`src/rtl/fermi32_pkg.sv`:
```
// Shared types for the fermi32 core: register-file geometry and the writeback entry.
package fermi32_pkg;

    localparam int XLEN       = 32;
    localparam int REG_ADDR_W = 5;

    typedef struct packed {
        logic [REG_ADDR_W-1:0] rd;
        logic [XLEN-1:0]       data;
    } wb_entry_t;

endpackage

```
`src/rtl/wb_fifo.sv`:
```
// Memory-result FIFO for the writeback port; registered head, no push-to-pop bypass.
module wb_fifo
    import fermi32_pkg::*;
#(
    parameter int DEPTH = 2,
    localparam int PW   = $clog2(DEPTH),
    localparam int CW   = PW + 1
) (
    input  logic          clk,
    input  logic          rst,
    input  logic          push,
    input  wb_entry_t     din,
    input  logic          pop,
    output wb_entry_t     head,
    output logic [CW-1:0] count
);

    wb_entry_t     mem [DEPTH];
    logic [PW-1:0] wptr;
    logic [PW-1:0] rptr;

    // Storage is left unreset; count and pointers alone define validity.
    always_ff @(posedge clk) begin
        if (push)
            mem[wptr] <= din;
    end

    always_ff @(posedge clk or posedge rst) begin
        if (rst) begin
            wptr  <= '0;
            rptr  <= '0;
            count <= '0;
        end else begin
            if (push)
                wptr <= wptr + PW'(1);
            if (pop)
                rptr <= rptr + PW'(1);
            case ({push, pop})
                2'b10:   count <= count + CW'(1);
                2'b01:   count <= count - CW'(1);
                default: count <= count;
            endcase
        end
    end

    assign head = mem[rptr];

endmodule

```
`src/rtl/regfile_writeback.sv`:
```
// Single write-port arbiter for the register file: ALU first, FIFO'd memory results
// drained when idle or when the starvation counter forces an ALU stall.
module regfile_writeback
    import fermi32_pkg::*;
#(
    parameter int XLEN       = 32,
    parameter int ADDR_W     = 5,
    parameter int DEPTH      = 2,
    parameter int STARVE_MAX = 4,
    localparam int CW        = $clog2(DEPTH) + 1,
    localparam int SW        = $clog2(STARVE_MAX + 1)
) (
    input  logic              clk,
    input  logic              rst,
    input  logic              alu_valid,
    output logic              alu_ready,
    input  logic [ADDR_W-1:0] alu_rd,
    input  logic [XLEN-1:0]   alu_data,
    input  logic              mem_valid,
    output logic              mem_ready,
    input  logic [ADDR_W-1:0] mem_rd,
    input  logic [XLEN-1:0]   mem_data,
    output logic              WE3,
    output logic [ADDR_W-1:0] A3,
    output logic [XLEN-1:0]   WD3,
    input  logic [ADDR_W-1:0] A1,
    input  logic [ADDR_W-1:0] A2,
    output logic              fwd1_hit,
    output logic              fwd2_hit,
    output logic [XLEN-1:0]   fwd1_data,
    output logic [XLEN-1:0]   fwd2_data,
    output logic [CW-1:0]     pending
);

    logic [CW-1:0] count;
    logic [SW-1:0] starve;
    logic          has_data;
    logic          stall;
    logic          push;
    logic          pop;
    logic          sel_vld;
    wb_entry_t     sel;
    wb_entry_t     head;
    wb_entry_t     mem_in;

    assign has_data = (count != '0);
    assign stall    = (starve == SW'(STARVE_MAX)) && has_data;

    // Both handshakes look only at registered state, never at the valids.
    assign alu_ready = !stall;
    assign mem_ready = (count < CW'(DEPTH));
    assign push      = mem_valid && mem_ready;
    assign pop       = stall || (!alu_valid && has_data);
    assign pending   = count;

    assign mem_in.rd   = mem_rd;
    assign mem_in.data = mem_data;

    wb_fifo #(.DEPTH(DEPTH)) u_fifo (
        .clk   (clk),
        .rst   (rst),
        .push  (push),
        .din   (mem_in),
        .pop   (pop),
        .head  (head),
        .count (count)
    );

    always_comb begin
        sel_vld = 1'b0;
        sel     = head;
        if (stall) begin
            sel_vld = 1'b1;
        end else if (alu_valid) begin
            sel_vld  = 1'b1;
            sel.rd   = alu_rd;
            sel.data = alu_data;
        end else if (has_data) begin
            sel_vld = 1'b1;
        end
    end

    always_ff @(posedge clk or posedge rst) begin
        if (rst)
            starve <= '0;
        else if (!has_data || stall)
            starve <= '0;
        else if (alu_valid)
            starve <= (starve == SW'(STARVE_MAX)) ? starve : starve + SW'(1);
        else
            starve <= '0;
    end

    // Entries to x0 still complete their handshake but never assert the write enable.
    always_ff @(posedge clk or posedge rst) begin
        if (rst) begin
            WE3 <= 1'b0;
            A3  <= '0;
            WD3 <= '0;
        end else if (sel_vld) begin
            WE3 <= (sel.rd != '0);
            A3  <= sel.rd;
            WD3 <= sel.data;
        end else begin
            WE3 <= 1'b0;
        end
    end

    assign fwd1_hit  = WE3 && (A3 == A1) && (A1 != '0);
    assign fwd2_hit  = WE3 && (A3 == A2) && (A2 != '0);
    assign fwd1_data = WD3;
    assign fwd2_data = WD3;

endmodule

```
`config.mk`:
```
export PLATFORM = sky130hd
export DESIGN_NAME = regfile_writeback
export DESIGN_NICKNAME = d
export VERILOG_FILES = /design/src/rtl/fermi32_pkg.sv /design/src/rtl/wb_fifo.sv /design/src/rtl/regfile_writeback.sv
export SDC_FILE = /design/constraint.sdc
export NUM_CORES = 1
export LEC_CHECK = 0
export ABC_AREA = 1
export ABC_CLOCK_PERIOD_IN_PS = 4100
export CAP_MARGIN = 20
export CORE_MARGIN = 8
export CORE_UTILIZATION = 46
export DETAILED_ROUTE_END_ITERATION = 6
export PLACE_DENSITY = 0.86
export SYNTH_ARGS = -nofsm -noshare
export SYNTH_HDL_FRONTEND = slang
export SYNTH_HIERARCHICAL = 1
export SYNTH_SLANG_ARGS = --single-unit
```
`constraint.sdc`:
```
create_clock -name clk -period 4.1 [get_ports clk]
set_clock_uncertainty 0.2 [all_clocks]
set_input_delay 0.82 -clock clk [delete_from_list [all_inputs] [get_ports clk]]
set_output_delay 0.82 -clock clk [all_outputs]
set_load 0.005 [all_outputs]
```
==> results_dict.tcl <==
set metrics [dict create \
    cellLeakagePower_nw 3.23 \
    width_of_the_chip_um 127 \
    drtIter0Drc 264 \
    clk_latency_worst_skew_pair_ps 400 \
    core_area_um2 12000 \
    via_count_of_the_first_global_routing_pass 4668 \
    tritoncts "yes" \
    port_buffers 195 \
    io-pin-count 196 \
    gp_congestion 0.896 \
    critical-path-top-cell-by-count "clkdlybuf4s50_1" \
    regArea_um2 3350 \
    synthMuxAreaShare 0 \
    synth_top_cell_by_area "edfxtp_1" \
    fin_worst_hold_slack_ps 314 \
    first_pass_iters 5 \
    crit_path_max_incr_delay_ps 500 \
    period_needed_ps 3310 \
    synthCells 572 \
    drt_drc_violations_left 0 \
    post_detailed_route_via_to_cell_ratio 5.06 \
    stdcell_count 862 \
    ys_ff_latch 119 \
    postSynthNetCount 663 \
    dieArea_um2 16100 \
    yosys_warnings 6 \
    drv.max_cap_violation_count 0 \
    grt_use_total 0.190 \
    final_setup_vio_count 0 \
    detail-route-antenna-nets 0 \
    cts.htree.levels 4 \
    grt_setup_unrepaired "false" \
    syn-cell-area_um2 5650 \
    fill_cells 934 \
    fmax_ghz 0.302 \
    final_layout_size_suffix_gt1_frac 0.0657 \
    synth_compound_gate_area_share 0.0452 \
    areaGrowthSynthToFinish_pct 36.7 \
    vdd_ir_drop_max_v 0.000384 \
    post_cts_hold_buffers 0 \
    number_of_antenna_violations_at_the_first_check_in_global_routing 1 \
    grt_first_pass_wirelength_um 23900 \
    clockRootBuffer "clkbuf_16" \
    worst_slew_margin_rel 0.362 \
    finish.utilization 0.643 \
    post_synth.cell_area_avg_um2 9.88 \
    clkTransAtPathRegs_ps 50 \
    dp.cells 830 \
    post_synth_and_or_nand_nor_area_fraction 0.181 \
    cts-root-to-sink-buffers 2 \
    antenna_cells_inserted 0 \
    start_util 0.471 \
    cts_buffers 17 \
    numClockSinks 119 \
    finalCritPeriodShare 0.808 \
    die_h_um 127 \
    crit_slowest_cell "clkdlybuf4s50_1" \
    multi_input_combinational_cell_area_um2 1390 \
    combinational_family_with_the_most_area_after_synthesis "simple AND/OR/NAND/NOR gates" \
    timing_worst_slew_pin_value_ps 955 \
    worst_setup_path_end_kind "output pin" \
    total_number_of_vias 4358 \
    core.rowCount 40 \
    p_per_area_nw_per_um2 668 \
    outcome "completed" \
    post_synthesis_xor_xnor_area_fraction 0.0124 \
    timing_max_transition_violations_final 0 \
    nNetsFinal 793 \
    routed_wire_length_um 15300 \
    post_cts_resize_count 0 \
    seq_area_frac_synth 0.592 \
    path_cells "clkdlybuf4s50_1 > xor2_1 > nor3_1 > nand4_1 > nor2_1 > clkdlybuf4s50_1" \
    start_kind "primary input" \
    place_hpwl_um 10600 \
    synth_adder_area_share 0.00664 \
    worst-endpoint-arrival_ps 2290 \
    globalRoute.totalOverflow 0 \
    routedWlPerCell_um 17.8 \
    power_w 0.00516 \
    fin_setup_tns_ps 0 \
    post_cts.repair.setup_buffers 0 \
    synthDistinctLibCells 22 \
    timing.setup.critical_path_class "primary input to output pin" \
    timing.critical_path.required_ps 3080 \
    grt_start_max_net_pins 44 \
    hold_violations 0 \
    yosys.area.top_type_share 0.393 \
    min-delay-path-class "register to register" \
    ys_top_cells_by_area "edfxtp_1, dfrtp_1, buf_4" \
    worst-path-max-fanout 2 \
]
==> flip-flops by register name, summed over array words and instances (netlist names) <==
register	cells
u_fifo/mem	74
WD3	32
A3	5
starve	3
u_fifo/count	2
WE3	1
u_fifo/rptr	1
u_fifo/wptr	1
==> metrics by stage <==
step | setup slack [ps] | instance area [um2]
after floorplan | 819 | 5650
after global placement | 782 | 7150
after detailed placement | 777 | 7150
after CTS | 775 | 7730
after global routing | 691 | 7730
final | 787 | 7730
==> per-layer routing <==
metal	share of wire	GRT usage	vias to the layer above
met3	0.11	0.0771	17
met5	0.00085	0	-
met2	0.50	0.341	222
li1	-	-	2063
met4	0.010	0.0602	2
met1	0.38	0.198	2054
==> cell type report <==
cell class                 count  area share
sequential                   119       0.433
multi-input combinational    297       0.180
clock buffer                  19      0.0573
timing repair buffer         198       0.255
clock inverter                13      0.0170
tap                          147      0.0238
inverter                      69      0.0335
==> path summary, 6_finish.rpt <==
kind,start,to,slack (ps),cells after the start
worst max-delay path,A1[3],fwd1_hit,790,6
worst min-delay path,starve[0],starve[0],310,1
worst max register to register,u_fifo/count[0],A3[2],1750,4
worst min register to register,starve[0],starve[0],310,1
max in group asynchronous,rst,WD3[4],2310,2
min in group asynchronous,rst,u_fifo/count[1],460,2
==> where the power goes <==
group / internal, W / switching (W)
Clock: 0.000904 / 0.000523
Sequential: 0.00163 / 0.000303
Combinational: 0.000985 / 0.000822
==> placed cells by master, fill, tap and decap left out, types with 5 or more instances in the layout <==
master,count
inv_1,64
nor2_1,14
clkbuf_16,17
inv_2,5
o21ai_1,14
clkinv_2,5
o21ai_0,35
clkdlybuf4s50_1,194
edfxtp_1,74
nand2_1,129
nand3_1,78
clkinvlp_4,5
dfrtp_1,44
nor3_1,5
==> synthesized netlist by cell type <==
| master | n |
|---|---|
| buf_6 | 7 |
| o21ai_1 | 14 |
| dfrtp_1 | 45 |
| buf_2 | 4 |
| nand2_1 | 129 |
| nor3_1 | 5 |
| buf_4 | 74 |
| nor2_4 | 2 |
| inv_1 | 66 |
| inv_2 | 3 |
| a21oi_1 | 2 |
| xor2_1 | 4 |
| edfxtp_1 | 74 |
| nand3_1 | 78 |
| nand2_4 | 1 |
| o21ai_0 | 35 |
| clkbuf_1 | 2 |
| xnor2_1 | 4 |
| nor2_1 | 15 |
| ha_1 | 3 |
| nand4_1 | 3 |
| nand2_2 | 2 |
==> cells by family (layout without fill, tap and decap cells) <==
logic type | count (synthesis) | count (layout)
compound gates | 51 | 51
xor+xnor | 8 | 8
fa+ha+maj | 3 | 3
buf+inv | 156 | 299
flops | 119 | 119
simple gates | 235 | 235
==> worst max-delay path: cells and delay by family <==
kind	cells	cell delay (ps)
buf+inv	2	950
xor+xnor	1	190
simple gates	3	320
(Power assumes the default switching activity.)
==> RTL edit (config.mk and constraints unchanged) <==
Reset style: synchronous (`rst`), changed in 3 clocked blocks.
--- a/src/rtl/wb_fifo.sv
+++ b/src/rtl/wb_fifo.sv
@@ -25,7 +25,7 @@
             mem[wptr] <= din;
     end
 
-    always_ff @(posedge clk or posedge rst) begin
+    always_ff @(posedge clk) begin
         if (rst) begin
             wptr  <= '0;
             rptr  <= '0;
--- a/src/rtl/regfile_writeback.sv
+++ b/src/rtl/regfile_writeback.sv
@@ -80,7 +80,7 @@
         end
     end
 
-    always_ff @(posedge clk or posedge rst) begin
+    always_ff @(posedge clk) begin
         if (rst)
             starve <= '0;
         else if (!has_data || stall)
@@ -92,7 +92,7 @@
     end
 
     // Entries to x0 still complete their handshake but never assert the write enable.
-    always_ff @(posedge clk or posedge rst) begin
+    always_ff @(posedge clk) begin
         if (rst) begin
             WE3 <= 1'b0;
             A3  <= '0;
Function: differs if rst is asserted again (counterexample within 4 cycles, from zero or initial values and one cycle with rst high); with rst held inactive, the same outputs for 4 cycles.
==> RTL edit against the original RTL <==
- setup slack improved by 21 ps
- worst hold slack got worse by 55 ps
- sequential cell count increased by 1
- sequential power decreased by 15%
- routed wire length decreased by 9.0%
- via count decreased by 8.8%
- count of clock-buffer cells in the layout decreased by 2
- synthesized cell count decreased by 14%
- synthesized area about the same
- final cell count decreased by 8.2%
- register-to-register slack improved by 50 ps
- final area increased by 0.86%
- largest cell class unchanged
- power decreased by 16%
==> RTL edit: results (changes against the original RTL) <==
Parameter                              Value

GRT
  Initial antenna violation count ... 0 (-1)
  Grt met1 use ... 17.4% (-2.4 points)
  Global-route wire length before repair ... 22000 um (-8.0%)
  Overall track demand over capacity in global routing ... 17.4% (-1.6 points)

Pwr
  Worst IR Drop VDD ... 284 uV (-26%)
  Leakage ... 2.90 nW (-10%)

Yosys
  Count of different cell masters after synthesis ... 33 (+50%)
  Fraction of the yosys area taken by sequential cells ... 55.6% (-3.7 points)
  Cell types with the highest counts after synthesis ... sky130_fd_sc_hd__edfxtp_1, sky130_fd_sc_hd__buf_4, sky130_fd_sc_hd__nor2_1
  Net count of the mapped netlist ... 585 (-12%)
  Flops & latches, synth ... 120 (+0.84%)
  Biggest area contributors in the synthesized netlist ... sky130_fd_sc_hd__edfxtp_1, sky130_fd_sc_hd__dfxtp_1, sky130_fd_sc_hd__buf_4
  Fraction of registers with async set/reset ... 0% (-38 points)

Cells and area
  Filler cell count ... 916 (-1.9%)
  Buffers, non-clock ... 202 (+2.0%)
  Number of nets in the finished design ... 722 (-9.0%)
  Share of cells above drive strength 1 ... 16.8% (+10 points)
  Non-clock inverter count in the final layout ... 31 (-55%)
  Multi-input logic cell count ... 259 (-13%)
  Clock-cell share of area ... 7.77% (+0.34 points)
  Total area of sequential cells ... 0.00314 mm^2 (-6.1%)
  Combined area of the multi-input logic cells ... 0.00173 mm^2 (+25%)
  Final-layout non-clock buffer area share ... 25.7% (+0.23 points)
  Clock buffer count in the final layout ... 17 (-2)

Placement
  DPL Wire Length ... 10400 um (-1.8%)
  Pre-CTS setup slack ... 798 ps (+21.5 ps)
  Final weighted congestion of routability-driven global placement ... 0.924 (+3.0%)

Route
  Routed wire length on met3 ... 859 um (-47%)
  Detailed-routed wire length on met2 ... 7540 um (-2.4%)
  1st-iter DRT viols ... 265 (+0.38%)
  Uppermost layer routed ... met4
  Router iterations before antenna repair ... 4 (-1)
  Via count of the routed design ... 3975 (-8.8%)
  Wire per inst ... 17.6 um (-0.87%)
  Total routed wire length on the met1 layer ... 5270 um (-9.4%)

Worst setup path
  Register-to-register path setup slack ... 1800 ps (+50 ps)
  Critical Path Source ... A1[0]
  Maximum fanout count along the critical path ... 1 (-1)
  Critical register-to-register path endpoint ... u_fifo/mem[1][32]$_DFFE_PP_
  Max incr delay on CP ... 540 ps (+40 ps)
  Data arrival time of the critical path ... 2270 ps (-20 ps)
  Worst flop-to-flop path startpoint ... u_fifo/count[1]$_SDFFE_PP0P_

Timing
  Fin worst setup slack ... 808 ps (+21.2 ps)
  Worst slack on hold paths ... 259 ps (-54.9 ps)

Worst hold path
  Source of the worst hold timing path ... starve[0]$_SDFFE_PP0P_

Run status
  Result of the run ... finished, final reports clean
## RTL edit: cell types whose count changed after synthesis, moves of 26 or more
| cell | delta |
|---|---|
| sky130_fd_sc_hd__dfrtp_1 | -45 |
| sky130_fd_sc_hd__inv_1 | -39 |
| sky130_fd_sc_hd__nand2_1 | -96 |
| sky130_fd_sc_hd__o21ai_1 | +26 |
| sky130_fd_sc_hd__mux2_4 | +30 |
| sky130_fd_sc_hd__dfxtp_1 | +46 |
| sky130_fd_sc_hd__nor2_1 | +36 |
| sky130_fd_sc_hd__nand3_1 | -45 |
## RTL edit: cells by family after synthesis
kind of cell | share of synthesized area [%]
AO/OA/AOI/OAI | 8.87
multiplexers | 9.36
buffers and inverters | 13.9
flip-flops | 55.6
XOR/XNOR | 1.08
adder cells (fa/ha/maj) | 0.664
AND/OR/NAND/NOR | 10.6
## RTL edit: where the power goes
group	total, mW	switching (mW)	internal (mW)
registers	1.64	0.155	1.49
clock network	1.48	0.523	0.955
logic	1.22	0.497	0.726
total	4.35	1.17	3.17
## RTL edit: per-stage QoR
| stage | power, mW | area [um^2] | util, % | std cells |
|---|---|---|---|---|
| floorplan | 2.43 | 5660 | - | 494 |
| global placement | 2.85 | 7190 | 59.8 | 759 |
| detailed placement | 2.90 | 7190 | 59.8 | 759 |
| CTS | 4.40 | 7790 | 64.9 | 791 |
| global route | 4.55 | 7790 | 64.9 | 791 |
| finish | 4.35 | 7790 | 64.9 | 791 |
## RTL edit: critical path, delay by kind of cell
kind | cells | cell delay [ps]
XOR/XNOR | 1 | 120
AND/OR/NAND/NOR | 2 | 320
buffers and inverters | 2 | 1010
